===== src/rtl/mem_lsu_pkg.sv =====
// mem_lsu_pkg: shared op codes, FSM encodings, widths and op decode helpers
package mem_lsu_pkg;
  localparam int REG_W = 5;
  localparam int XLEN = 64;
  localparam int MASK_W = 8;
  localparam logic [3:0] OP_NONE = 4'd0, OP_LB = 4'd1, OP_LH = 4'd2, OP_LW = 4'd3, OP_LD = 4'd4,
                         OP_LBU = 4'd5, OP_LHU = 4'd6, OP_LWU = 4'd7, OP_SB = 4'd8, OP_SH = 4'd9,
                         OP_SW = 4'd10, OP_SD = 4'd11;
  localparam logic [1:0] ST_IDLE = 2'd0, ST_REQ = 2'd1, ST_WAIT = 2'd2;
  // log2 of the access size in bytes
  function automatic logic [1:0] op_size(input logic [3:0] op);
    return (op == OP_LB || op == OP_LBU || op == OP_SB) ? 2'd0 :
           (op == OP_LH || op == OP_LHU || op == OP_SH) ? 2'd1 :
           (op == OP_LW || op == OP_LWU || op == OP_SW) ? 2'd2 : 2'd3;
  endfunction
  function automatic logic is_mem(input logic [3:0] op);
    return op >= OP_LB && op <= OP_SD;
  endfunction
  function automatic logic is_store(input logic [3:0] op);
    return op >= OP_SB && op <= OP_SD;
  endfunction
  function automatic logic misaligned(input logic [3:0] op, input logic [2:0] off);
    logic [1:0] sz;
    sz = op_size(op);
    return is_mem(op) && (sz == 2'd1 ? off[0] : sz == 2'd2 ? |off[1:0] : sz == 2'd3 ? |off : 1'b0);
  endfunction
  function automatic logic [MASK_W-1:0] byte_mask(input logic [1:0] sz);
    return sz == 2'd0 ? 8'h01 : sz == 2'd1 ? 8'h03 : sz == 2'd2 ? 8'h0F : 8'hFF;
  endfunction
endpackage


===== src/rtl/mem_lsu_if.sv =====
// mem_lsu_if: upstream, data-memory and writeback signals of the load/store unit
interface mem_lsu_if;
  import mem_lsu_pkg::*;
  logic              mem_valid;
  logic [REG_W-1:0]  mem_wd;
  logic              mem_wreg;
  logic [XLEN-1:0]   mem_wdata;
  logic [3:0]        mem_op;
  logic [XLEN-1:0]   mem_sdata;
  logic              mem_ready;
  logic              dmem_req;
  logic              dmem_we;
  logic [XLEN-1:0]   dmem_addr;
  logic [XLEN-1:0]   dmem_wdata;
  logic [MASK_W-1:0] dmem_wmask;
  logic              dmem_gnt;
  logic              dmem_rvalid;
  logic [XLEN-1:0]   dmem_rdata;
  logic              wb_valid;
  logic [REG_W-1:0]  wb_wd;
  logic              wb_wreg;
  logic [XLEN-1:0]   wb_wdata;
  logic              misalign_err;
  modport slave (
    input  mem_valid, mem_wd, mem_wreg, mem_wdata, mem_op, mem_sdata, dmem_gnt, dmem_rvalid, dmem_rdata,
    output mem_ready, dmem_req, dmem_we, dmem_addr, dmem_wdata, dmem_wmask,
    output wb_valid, wb_wd, wb_wreg, wb_wdata, misalign_err
  );
  modport master (
    output mem_valid, mem_wd, mem_wreg, mem_wdata, mem_op, mem_sdata, dmem_gnt, dmem_rvalid, dmem_rdata,
    input  mem_ready, dmem_req, dmem_we, dmem_addr, dmem_wdata, dmem_wmask,
    input  wb_valid, wb_wd, wb_wreg, wb_wdata, misalign_err
  );
endinterface


===== src/rtl/mem_lsu_load_align.sv =====
// load_align: picks the addressed byte/half/word out of a doubleword and extends it
module load_align
  import mem_lsu_pkg::*;
(
  input  logic [XLEN-1:0] rdata_i,
  input  logic [2:0]      off_i,
  input  logic [3:0]      op_i,
  output logic [XLEN-1:0] result_o
);
  logic [XLEN-1:0] sh;
  assign sh = rdata_i >> {off_i, 3'b000};
  assign result_o = op_i == OP_LB  ? {{56{sh[7]}}, sh[7:0]} :
                    op_i == OP_LH  ? {{48{sh[15]}}, sh[15:0]} :
                    op_i == OP_LW  ? {{32{sh[31]}}, sh[31:0]} :
                    op_i == OP_LBU ? {56'd0, sh[7:0]} :
                    op_i == OP_LHU ? {48'd0, sh[15:0]} :
                    op_i == OP_LWU ? {32'd0, sh[31:0]} : rdata_i;
endmodule


===== src/rtl/mem_lsu.sv =====
// mem_lsu: MEM-stage load/store unit with single outstanding data-memory request
module mem_lsu
  import mem_lsu_pkg::*;
(
  input logic       clk,
  input logic       rst_n,
  mem_lsu_if.slave  bus
);
  logic [1:0]        state_q, state_d;
  logic [3:0]        op_q, op_d;
  logic [XLEN-1:0]   addr_q, addr_d;
  logic [REG_W-1:0]  wd_q, wd_d;
  logic              wreg_q, wreg_d;
  logic [XLEN-1:0]   st_data_q, st_data_d;
  logic [MASK_W-1:0] st_mask_q, st_mask_d;
  logic              wb_valid_q, wb_valid_d;
  logic [REG_W-1:0]  wb_wd_q, wb_wd_d;
  logic              wb_wreg_q, wb_wreg_d;
  logic [XLEN-1:0]   wb_wdata_q, wb_wdata_d;
  logic              err_q, err_d;
  logic              acc, mem, mis;
  logic [XLEN-1:0]   ld_data;
  load_align u_align (
    .rdata_i  (bus.dmem_rdata),
    .off_i    (addr_q[2:0]),
    .op_i     (op_q),
    .result_o (ld_data)
  );
  assign acc = bus.mem_valid && state_q == ST_IDLE;
  assign mem = is_mem(bus.mem_op);
  assign mis = misaligned(bus.mem_op, bus.mem_wdata[2:0]);
  // Reset is combinationally folded into the bus-facing outputs so they read 0 during reset
  assign bus.mem_ready  = !rst_n && state_q == ST_IDLE;
  assign bus.dmem_req   = !rst_n && state_q == ST_REQ;
  assign bus.dmem_we    = bus.dmem_req && is_store(op_q);
  assign bus.dmem_addr  = rst_n ? '0 : {addr_q[XLEN-1:3], 3'b000};
  assign bus.dmem_wdata = rst_n ? '0 : st_data_q;
  assign bus.dmem_wmask = rst_n ? '0 : st_mask_q;
  assign bus.wb_valid     = wb_valid_q;
  assign bus.wb_wd        = wb_wd_q;
  assign bus.wb_wreg      = wb_wreg_q;
  assign bus.wb_wdata     = wb_wdata_q;
  assign bus.misalign_err = err_q;
  // Next state: accept in IDLE, hold the request until grant, then wait for load data
  always_comb begin
    state_d = state_q;
    op_d = op_q;
    addr_d = addr_q;
    wd_d = wd_q;
    wreg_d = wreg_q;
    st_data_d = st_data_q;
    st_mask_d = st_mask_q;
    wb_valid_d = 1'b0;
    wb_wd_d = wb_wd_q;
    wb_wreg_d = wb_wreg_q;
    wb_wdata_d = wb_wdata_q;
    err_d = 1'b0;
    if (acc && (!mem || mis)) begin
      wb_valid_d = 1'b1;
      wb_wd_d = bus.mem_wd;
      wb_wreg_d = !mem && bus.mem_wreg && |bus.mem_wd;
      wb_wdata_d = mem ? '0 : bus.mem_wdata;
      err_d = mem;
    end else if (acc) begin
      state_d = ST_REQ;
      op_d = bus.mem_op;
      addr_d = bus.mem_wdata;
      wd_d = bus.mem_wd;
      wreg_d = bus.mem_wreg;
      st_data_d = bus.mem_sdata << {bus.mem_wdata[2:0], 3'b000};
      st_mask_d = byte_mask(op_size(bus.mem_op)) << bus.mem_wdata[2:0];
    end
    if (state_q == ST_REQ && bus.dmem_gnt) begin
      state_d = is_store(op_q) ? ST_IDLE : ST_WAIT;
      wb_valid_d = is_store(op_q);
      wb_wd_d = is_store(op_q) ? wd_q : wb_wd_q;
      wb_wreg_d = is_store(op_q) ? 1'b0 : wb_wreg_q;
      wb_wdata_d = is_store(op_q) ? '0 : wb_wdata_q;
    end
    if (state_q == ST_WAIT && bus.dmem_rvalid) begin
      state_d = ST_IDLE;
      wb_valid_d = 1'b1;
      wb_wd_d = wd_q;
      wb_wreg_d = wreg_q && |wd_q;
      wb_wdata_d = ld_data;
    end
  end
  // State and registered writeback outputs
  always_ff @(posedge clk) begin
    if (rst_n) begin
      state_q <= ST_IDLE;
      op_q <= OP_NONE;
      addr_q <= '0;
      wd_q <= '0;
      wreg_q <= 1'b0;
      st_data_q <= '0;
      st_mask_q <= '0;
      wb_valid_q <= 1'b0;
      wb_wd_q <= '0;
      wb_wreg_q <= 1'b0;
      wb_wdata_q <= '0;
      err_q <= 1'b0;
    end else begin
      state_q <= state_d;
      op_q <= op_d;
      addr_q <= addr_d;
      wd_q <= wd_d;
      wreg_q <= wreg_d;
      st_data_q <= st_data_d;
      st_mask_q <= st_mask_d;
      wb_valid_q <= wb_valid_d;
      wb_wd_q <= wb_wd_d;
      wb_wreg_q <= wb_wreg_d;
      wb_wdata_q <= wb_wdata_d;
      err_q <= err_d;
    end
  end
endmodule


===== src/flat_wrapper.sv =====
// flat-port wrapper written by rule: the top's interface ports become plain ports
module mem_lsu_flat import mem_lsu_pkg::*;
  (clk, rst_n, bus_mem_valid, bus_mem_wd, bus_mem_wreg, bus_mem_wdata, bus_mem_op, bus_mem_sdata, bus_dmem_gnt, bus_dmem_rvalid, bus_dmem_rdata, bus_mem_ready, bus_dmem_req, bus_dmem_we, bus_dmem_addr, bus_dmem_wdata, bus_dmem_wmask, bus_wb_valid, bus_wb_wd, bus_wb_wreg, bus_wb_wdata, bus_misalign_err);
  mem_lsu_if bus_i ();
  input logic clk;
  input logic rst_n;
  input wire logic [$bits(bus_i.mem_valid)-1:0] bus_mem_valid;
  input wire logic [$bits(bus_i.mem_wd)-1:0] bus_mem_wd;
  input wire logic [$bits(bus_i.mem_wreg)-1:0] bus_mem_wreg;
  input wire logic [$bits(bus_i.mem_wdata)-1:0] bus_mem_wdata;
  input wire logic [$bits(bus_i.mem_op)-1:0] bus_mem_op;
  input wire logic [$bits(bus_i.mem_sdata)-1:0] bus_mem_sdata;
  input wire logic [$bits(bus_i.dmem_gnt)-1:0] bus_dmem_gnt;
  input wire logic [$bits(bus_i.dmem_rvalid)-1:0] bus_dmem_rvalid;
  input wire logic [$bits(bus_i.dmem_rdata)-1:0] bus_dmem_rdata;
  output wire logic [$bits(bus_i.mem_ready)-1:0] bus_mem_ready;
  output wire logic [$bits(bus_i.dmem_req)-1:0] bus_dmem_req;
  output wire logic [$bits(bus_i.dmem_we)-1:0] bus_dmem_we;
  output wire logic [$bits(bus_i.dmem_addr)-1:0] bus_dmem_addr;
  output wire logic [$bits(bus_i.dmem_wdata)-1:0] bus_dmem_wdata;
  output wire logic [$bits(bus_i.dmem_wmask)-1:0] bus_dmem_wmask;
  output wire logic [$bits(bus_i.wb_valid)-1:0] bus_wb_valid;
  output wire logic [$bits(bus_i.wb_wd)-1:0] bus_wb_wd;
  output wire logic [$bits(bus_i.wb_wreg)-1:0] bus_wb_wreg;
  output wire logic [$bits(bus_i.wb_wdata)-1:0] bus_wb_wdata;
  output wire logic [$bits(bus_i.misalign_err)-1:0] bus_misalign_err;
  assign bus_i.mem_valid = bus_mem_valid;
  assign bus_i.mem_wd = bus_mem_wd;
  assign bus_i.mem_wreg = bus_mem_wreg;
  assign bus_i.mem_wdata = bus_mem_wdata;
  assign bus_i.mem_op = bus_mem_op;
  assign bus_i.mem_sdata = bus_mem_sdata;
  assign bus_i.dmem_gnt = bus_dmem_gnt;
  assign bus_i.dmem_rvalid = bus_dmem_rvalid;
  assign bus_i.dmem_rdata = bus_dmem_rdata;
  assign bus_mem_ready = bus_i.mem_ready;
  assign bus_dmem_req = bus_i.dmem_req;
  assign bus_dmem_we = bus_i.dmem_we;
  assign bus_dmem_addr = bus_i.dmem_addr;
  assign bus_dmem_wdata = bus_i.dmem_wdata;
  assign bus_dmem_wmask = bus_i.dmem_wmask;
  assign bus_wb_valid = bus_i.wb_valid;
  assign bus_wb_wd = bus_i.wb_wd;
  assign bus_wb_wreg = bus_i.wb_wreg;
  assign bus_wb_wdata = bus_i.wb_wdata;
  assign bus_misalign_err = bus_i.misalign_err;
  mem_lsu u_core (.clk(clk), .rst_n(rst_n), .bus(bus_i));
endmodule

===== config.mk =====
export PLATFORM = sky130hd
export DESIGN_NAME = mem_lsu_flat
export DESIGN_NICKNAME = d
export VERILOG_FILES = /design/src/rtl/mem_lsu_pkg.sv /design/src/rtl/mem_lsu_if.sv /design/src/rtl/mem_lsu_load_align.sv /design/src/rtl/mem_lsu.sv /design/src/flat_wrapper.sv
export SDC_FILE = /design/constraint.sdc
export NUM_CORES = 1
export LEC_CHECK = 0
export ABC_AREA = 1
export CAP_MARGIN = 40
export CELL_PAD_IN_SITES_DETAIL_PLACEMENT = 1
export CELL_PAD_IN_SITES_GLOBAL_PLACEMENT = 1
export CORE_MARGIN = 2
export CORE_UTILIZATION = 32
export CTS_CLUSTER_SIZE = 12
export DETAILED_ROUTE_END_ITERATION = 8
export MAX_ROUTING_LAYER = met4
export PLACE_DENSITY = 0.86
export RECOVER_POWER = 50
export SKIP_LAST_GASP = 1
export SLEW_MARGIN = 10
export SYNTH_ARGS = -nofsm -noshare
export SYNTH_HDL_FRONTEND = slang
export SYNTH_SLANG_ARGS = --single-unit

===== constraint.sdc =====
create_clock -name clk -period 1.97 [get_ports clk]
set_clock_uncertainty 0.1 [all_clocks]
set_input_delay 0.2955 -clock clk [delete_from_list [all_inputs] [get_ports clk]]
set_output_delay 0.2955 -clock clk [all_outputs]
set_load 0.01 [all_outputs]

-- Word level (Yosys, flattened, before mapping)
Cells that the tools add are included.
- bits in registers: 220
- output and inout bits: 211
- logic and storage cells: 115
- bits of input ports: 207
- shift operators: 3
- reductions and logical operators: 35
- equal/unequal tests: 22
- muxes and demuxes: 38
- bitwise operators: 1
- magnitude comparators: 4
- operators with widths (operator ; count):
    $mux W64 ; 13
    $shl A64 B6 Y64 ; 1
    $shr A64 B6 Y32 ; 1
    $mux W8 ; 4
    $eq A4 B3 Y1 const B ; 6
    $mux W5 ; 4
    $eq A4 B2 Y1 const B ; 4
    $logic_and A1 B1 Y1 ; 13
    $eq A4 B4 Y1 const B ; 3
    $mux W2 ; 6
    $mux W1 ; 11
    $reduce_or A5 Y1 ; 2
    $eq A4 B1 Y1 const B ; 2
    $le A4 B4 Y1 const B ; 2
    $shl A8 B3 Y8 ; 1
    $logic_or A1 B1 Y1 ; 7
    $eq A2 B2 Y1 const B ; 3
    $reduce_and A2 Y1 ; 3
    $reduce_or A2 Y1 ; 3
    $eq A2 B1 Y1 const B ; 2
    $ge A4 B1 Y1 const B ; 1
    $ge A4 B4 Y1 const B ; 1
    $logic_not A2 Y1 ; 2
    $ne A3 B3 Y1 const B ; 1
    other kinds (6) ; 7

-- Depth between registers and ports, before layout
- depth after elaboration: 16
- depth in mapped cells: 17
- depth with buffers taken out: 15

-- Hierarchy
From an unflattened synthesis, not the netlist that was laid out.
- cell total of the unflattened synthesis: 2518
- area, all modules: 14652.8 um^2
- modules (own cells, without submodules) (module ; seq. area each (um^2) ; cells an instance ; area each (um^2) ; instances):
    mem_lsu ; 4404.2 ; 1889 ; 11783.8 ; 1
    load_align ; 0.0 ; 629 ; 2869.0 ; 1

-- Least setup slack after synthesis
Ideal clock, no wire load.
- kind: input -> register
- start point: in bus_mem_wdata[0]
- end point: reg u_core.addr_q[37]
- required time: 1751 ps
- cell stages on the path: 10
- library setup time: 119 ps
- path slack: 152 ps
- buffers on the path: 4
- data arrival time: 1599 ps
- path through: clkbuf_1 -> nor2_2 -> nand3_1 -> nand2_2 -> nand3_2 -> buf_6 -> buf_6 -> buf_2 -> o21ai_0 -> a21oi_1
- cells in the longest elaborated chain, start to end: 9
- elaborated cells on any way between the ends: 10
- those cells by class: mux: 3; bitwise: 1; reduce/logical: 6
- RTL lines (what ; RTL line ; text):
    start: declaration ; flat_wrapper.sv:10 ; input wire logic [$bits(bus_i.mem_wdata)-1:0] bus_mem_wdata;
    $reduce_or A3 Y1 ; mem_lsu_pkg.sv:25 ; return is_mem(op) && (sz == 2'd1 ? off[0] : sz == 2'd2 ? |off[1:0] : sz == 2'd3 ? |off : 1'b0);
    $mux W1 (2 in series) ; mem_lsu_pkg.sv:25 ;
    $mux W1 (*) ; mem_lsu_pkg.sv:25 ;
    $logic_and A1 B1 Y1 (*) ; mem_lsu_pkg.sv:25 ;
    $logic_or A1 B1 Y1 (*) ; mem_lsu.sv:58 ; if (acc && (!mem || mis)) begin
    $logic_and A1 B1 Y1 (*) ; mem_lsu.sv:58 ;
    $not A1 Y1 (no line) (*) ; -- ;
    $reduce_and A2 Y1 (no line) (*) ; -- ;
    end signal: assignment ; mem_lsu.sv:106 ; addr_q <= addr_d;
    end: declaration ; mem_lsu.sv:11 ; logic [XLEN-1:0] addr_q, addr_d;
Mark *: on every way between the ends. The rest lies on a longest branch, timed or not.
A chain may end at the register's enable or synchronous reset.

-- Final worst setup path
- start point: in rst_n
- end point: out bus_dmem_addr[50]
- cells in the longest elaborated chain, start to end: 1
- RTL lines (what ; RTL line ; text):
    start: declaration ; flat_wrapper.sv:6 ; input logic rst_n;
    $mux W64 ; mem_lsu.sv:36 ; assign bus.dmem_addr = rst_n ? '0 : {addr_q[XLEN-1:3], 3'b000};
    end: declaration ; flat_wrapper.sv:19 ; output wire logic [$bits(bus_i.dmem_addr)-1:0] bus_dmem_addr;
No other way between the ends.

==> impl_results.md <==
* Die width at 212 µm
* Synthesis Warnings at 0
* DR vias/cell at 5.30
* Initial Utilization at 0.322
* Initial antenna violation count at 12
* CTS H-tree lvls at 1
* Yosys top cell area share at 0.319
* Crit Path Class: in -> out
* Min-Delay Path Class: in -> reg
* Clock period minus worst slack at 2070 ps
* Outcome: complete, but fails checks
* Via count at 18400
* Logic gate share of total power at 0.313
* Post-Syn Area at 13800 µm²
* Maximum vdd drop at 0.582 mV
* Met1 usage at 0.364
* Highest-delay cell along the critical path: clkbuf_4
* Largest family of logic cells by synthesized area: simple AND/OR/NAND/NOR gates
* Skew-Pair Late Insertion Delay at 560 ps
* Leak at 0.0102 µW
* Placeable Area at 42900 µm²
* Max Cap Viol at 0
* Failing checks: setup timing
* Max transition margin at 0.639
* Unrepaired setup endpoints after global routing: yes
* GPL Wtd Cong at 0.981
* P&R area growth vs syn at 56.5%
* Largest net degree at the start of global routing at 85
* Final Non-Filler Cells at 3471
* GRT met3 Usage at 0.0590
* Final wirelength at 77.2 mm
* Yosys top cell by area: dfxtp_1
* Clock-pin slew on the worst setup and hold paths at 70 ps
* DP Cell Count at 3391
* Delay-heaviest family, CP: buffers and inverters
* FFs w/ async S/R, synth at 0
* Num ports at 418
* First-pass GRT wire length at 110 mm
* Flops & latches, synth at 220
* Post-synth EDFFs at 0
* DR pass1 iterations at 6
* Worst Setup End Kind: primary output
* Synth Area in Simple Gates at 0.368
* Post-synthesis cell count at 2340
* Maximum clock insertion buffer count at 3
* Fin nets at 3062
* Fmax at 484 MHz
* Fin crit share at 1.05
* Residual DRC at 0
* Met2 usage at 0.567
* Total Routing Usage GR at 0.329
* Layout cells sized above 1 at 0.162
* Clock network fraction of design power at 0.350
* Hold path start: rst_n
* Vias in the first global route at 18700
* Site Rows at 76
* Drt first-iter violations at 1457
* Adder-cell area share of the yosys netlist at 0
* Num CTS Buffers at 27
* Congestion Overflow GR at 0
* Mean Syn Cell Area at 5.91 µm²
* Pwr Density at 672 nW/µm²
* Final Setup Violations at 61
* FF-to-FF Start: u_core.addr_q[2]
* Crit Path Max Fanout at 29
* XOR/XNOR Fraction of Synth Area at 0.000634
* Die Area at 44900 µm²
* Hold Path Depth at 4
* Worst reg2reg path endpoint: u_core.bus.wb_wdata[61]
* Main area contributors after synthesis: dfxtp_1 (32%), nand2_1 (21%), o21ai_0 (9.6%), nor2_1 (6.1%), inv_1 (5.7%)
* Detail Placement HPWL at 56.5 mm
* DR WL/cell at 22.2 µm
* R2R depth at 15
* R2R setup slack at -90 ps
* Critical Path RT at 1570 ps
* Root buffer cell: clkbuf_16
* Worst-margin pin slew at 536 ps
* Crit path launch type: input port
* Data arrival, critical path at 1670 ps
* Top FF cell, synth: dfxtp_1
* CTS tree: built
* Port bufs at 414
* Post-synthesis mux area share at 0.00362
* Setup ws final at -98.3 ps
* Critical-path cell list: buf_8, clkbuf_4, buf_6, nor2_1, dlygate4sd2_1
* Pre-CTS setup slack at -798 ps
* Compound-Gate Fraction of Synth Area at 0.188
* Busiest grt layer: met2
* CP peak stage delay at 420 ps
* Crit path buffers/inverters at 4
* WHS Endpoint: u_core.st_data_q[14]
* Netlist cell types at 42
* Seq/Total Area, Yosys at 0.319
* NetSw at 4890 µW
* Die H at 212 µm
* Sequential share of power at 0.337
* Final hold vios at 0
* Pint at 9630 µW
* CTS Sinks at 220
* ANT nets after route at 0
* Slew Viols, Final at 0
* Final hold slack at 132 ps
* Power, Total at 14500 µW
* Net Sw Frac at 0.337
==> worst register-to-register path, cell delays in order (launching register included) <==
cell     delay [ps]
dfxtp_2         360
buf_12          130
inv_6            40
nor2_4          140
nand2_1          80
nand2_1          90
nor2_2           60
nor2_2          160
nor2_4           70
buf_12          140
buf_12          140
nand2_1         100
nand2_1          80
nand2_1          90
nand2_1          50
a21oi_1         150
==> flip-flops by register name, indices dropped and copies added (netlist names) <==
name and cells:
u_core.bus.misalign_err 1, u_core.st_mask_q 8, u_core.wreg_q 1, u_core.bus.wb_wdata 64, u_core.bus.wb_wreg 1, u_core.st_data_q 64
u_core.bus.wb_wd 5, u_core.bus.wb_valid 1, u_core.op_q 4, u_core.addr_q 64, u_core.state_q 2, u_core.wd_q 5
==> worst max path at each step <==
stage,start,endpoint,slack [ps],cells after the start
after floorplan,bus_mem_wdata[0],u_core.addr_q[37],150,10
after global placement,bus_mem_op[3],u_core.bus.wb_wdata[34],-610,14
after detailed placement,bus_mem_op[1],u_core.bus.wb_wdata[35],-800,11
after CTS,u_core.op_q[2],bus_dmem_we,-200,4
after global routing,u_core.addr_q[0],u_core.bus.wb_wdata[45],-200,16
final,rst_n,bus_dmem_addr[50],-100,5
==> metal layers <==
layer / vias up / part of all wire
met5: - / 0
met4: 0 / 0.057
met3: 205 / 0.065
met2: 712 / 0.49
met1: 8904 / 0.39
li1: 8582 / -
==> power groups by stage <==
stage,registers [µW],clock network (µW),logic [µW]
6_report,4890,5080,4550
3_3_place_gp,4960,0,4050
2_1_floorplan,4970,0,1900
4_1_cts,4880,5150,4150
5_1_grt,4910,5340,4870
3_5_place_dp,4980,0,4140
==> final cells by class <==
type | count | area, µm²
fill | 5624 | 21300
sequential | 220 | 4420
multi-input combinational | 1720 | 8230
inverter | 219 | 841
timing repair buffer | 666 | 6470
clock inverter | 13 | 121
tap | 585 | 732
clock buffer | 36 | 769
antenna | 11 | 27.5
timing repair inverter | 1 | 7.51
==> per-stage QoR <==
| step | setup TNS [ps] | cell area (µm²) | utilization |
|---|---|---|---|
| 2_1_floorplan | 0 | 13800 | - |
| 3_3_place_gp | -76630 | 20100 | 0.469 |
| 3_5_place_dp | -110160 | 20100 | 0.469 |
| 4_1_cts | -198 | 20900 | 0.488 |
| 5_1_grt | -13260 | 21600 | 0.504 |
| 6_report | -2910 | 21600 | 0.504 |
==> logic make-up (layout without fill, tap and decap cells) <==
| group | count (synthesis) | in the layout |
|---|---|---|
| compound gates | 480 | 480 |
| xor+xnor | 1 | 1 |
| buf+inv | 402 | 935 |
| flops | 220 | 220 |
| mux | 5 | 5 |
| other cells | 1 | 14 |
| simple gates | 1231 | 1231 |
==> Yosys cell counts, drive strengths merged (2+ instances only) <==
master and n:
nand3 82, a22oi 6, clkinv 2, a211oi 9
inv 217, nor3 11, clkbuf 102, o31ai 3
nand2 796, o21ai 285, mux2i 5, o211ai 18
buf 81, o22ai 7, o21a 5, or2 6
o221ai 5, nor2 232, a21oi 139, nand4 102
dfxtp 220
==> placed cells by master, fill, tap and decap left out, drive strengths merged, types with 2 or more instances in the layout <==
cell	count
o31ai	3
clkinv	10
o21ai	285
dlymetal6s2s	13
nand2	796
o22ai	7
clkbuf	60
a21oi	139
diode	11
o211ai	18
nand3	82
o21a	5
a22oi	6
bufinv	2
nor2	232
conb	3
buf	244
nor3	11
clkdlybuf4s50	271
clkdlybuf4s25	13
mux2i	5
clkdlybuf4s15	2
o221ai	5
dfxtp	220
or2	6
a211oi	9
inv	218
dlygate4sd2	98
clkinvlp	3
nand4	102
==> what timing repair did <==
| action | CTS | global route |
|---|---|---|
| gates resized for setup | 121 | 224 |
| gates cloned | 0 | 9 |
| hold buffers | 0 | 1 |
| hold endpoints to repair | 0 | 1 |
| buffers inserted | 0 | 10 |
| endpoints found under the setup margin | 162 | 155 |
| pin swaps | 0 | 47 |
No activity file was read; power rests on OpenSTA's default activity.
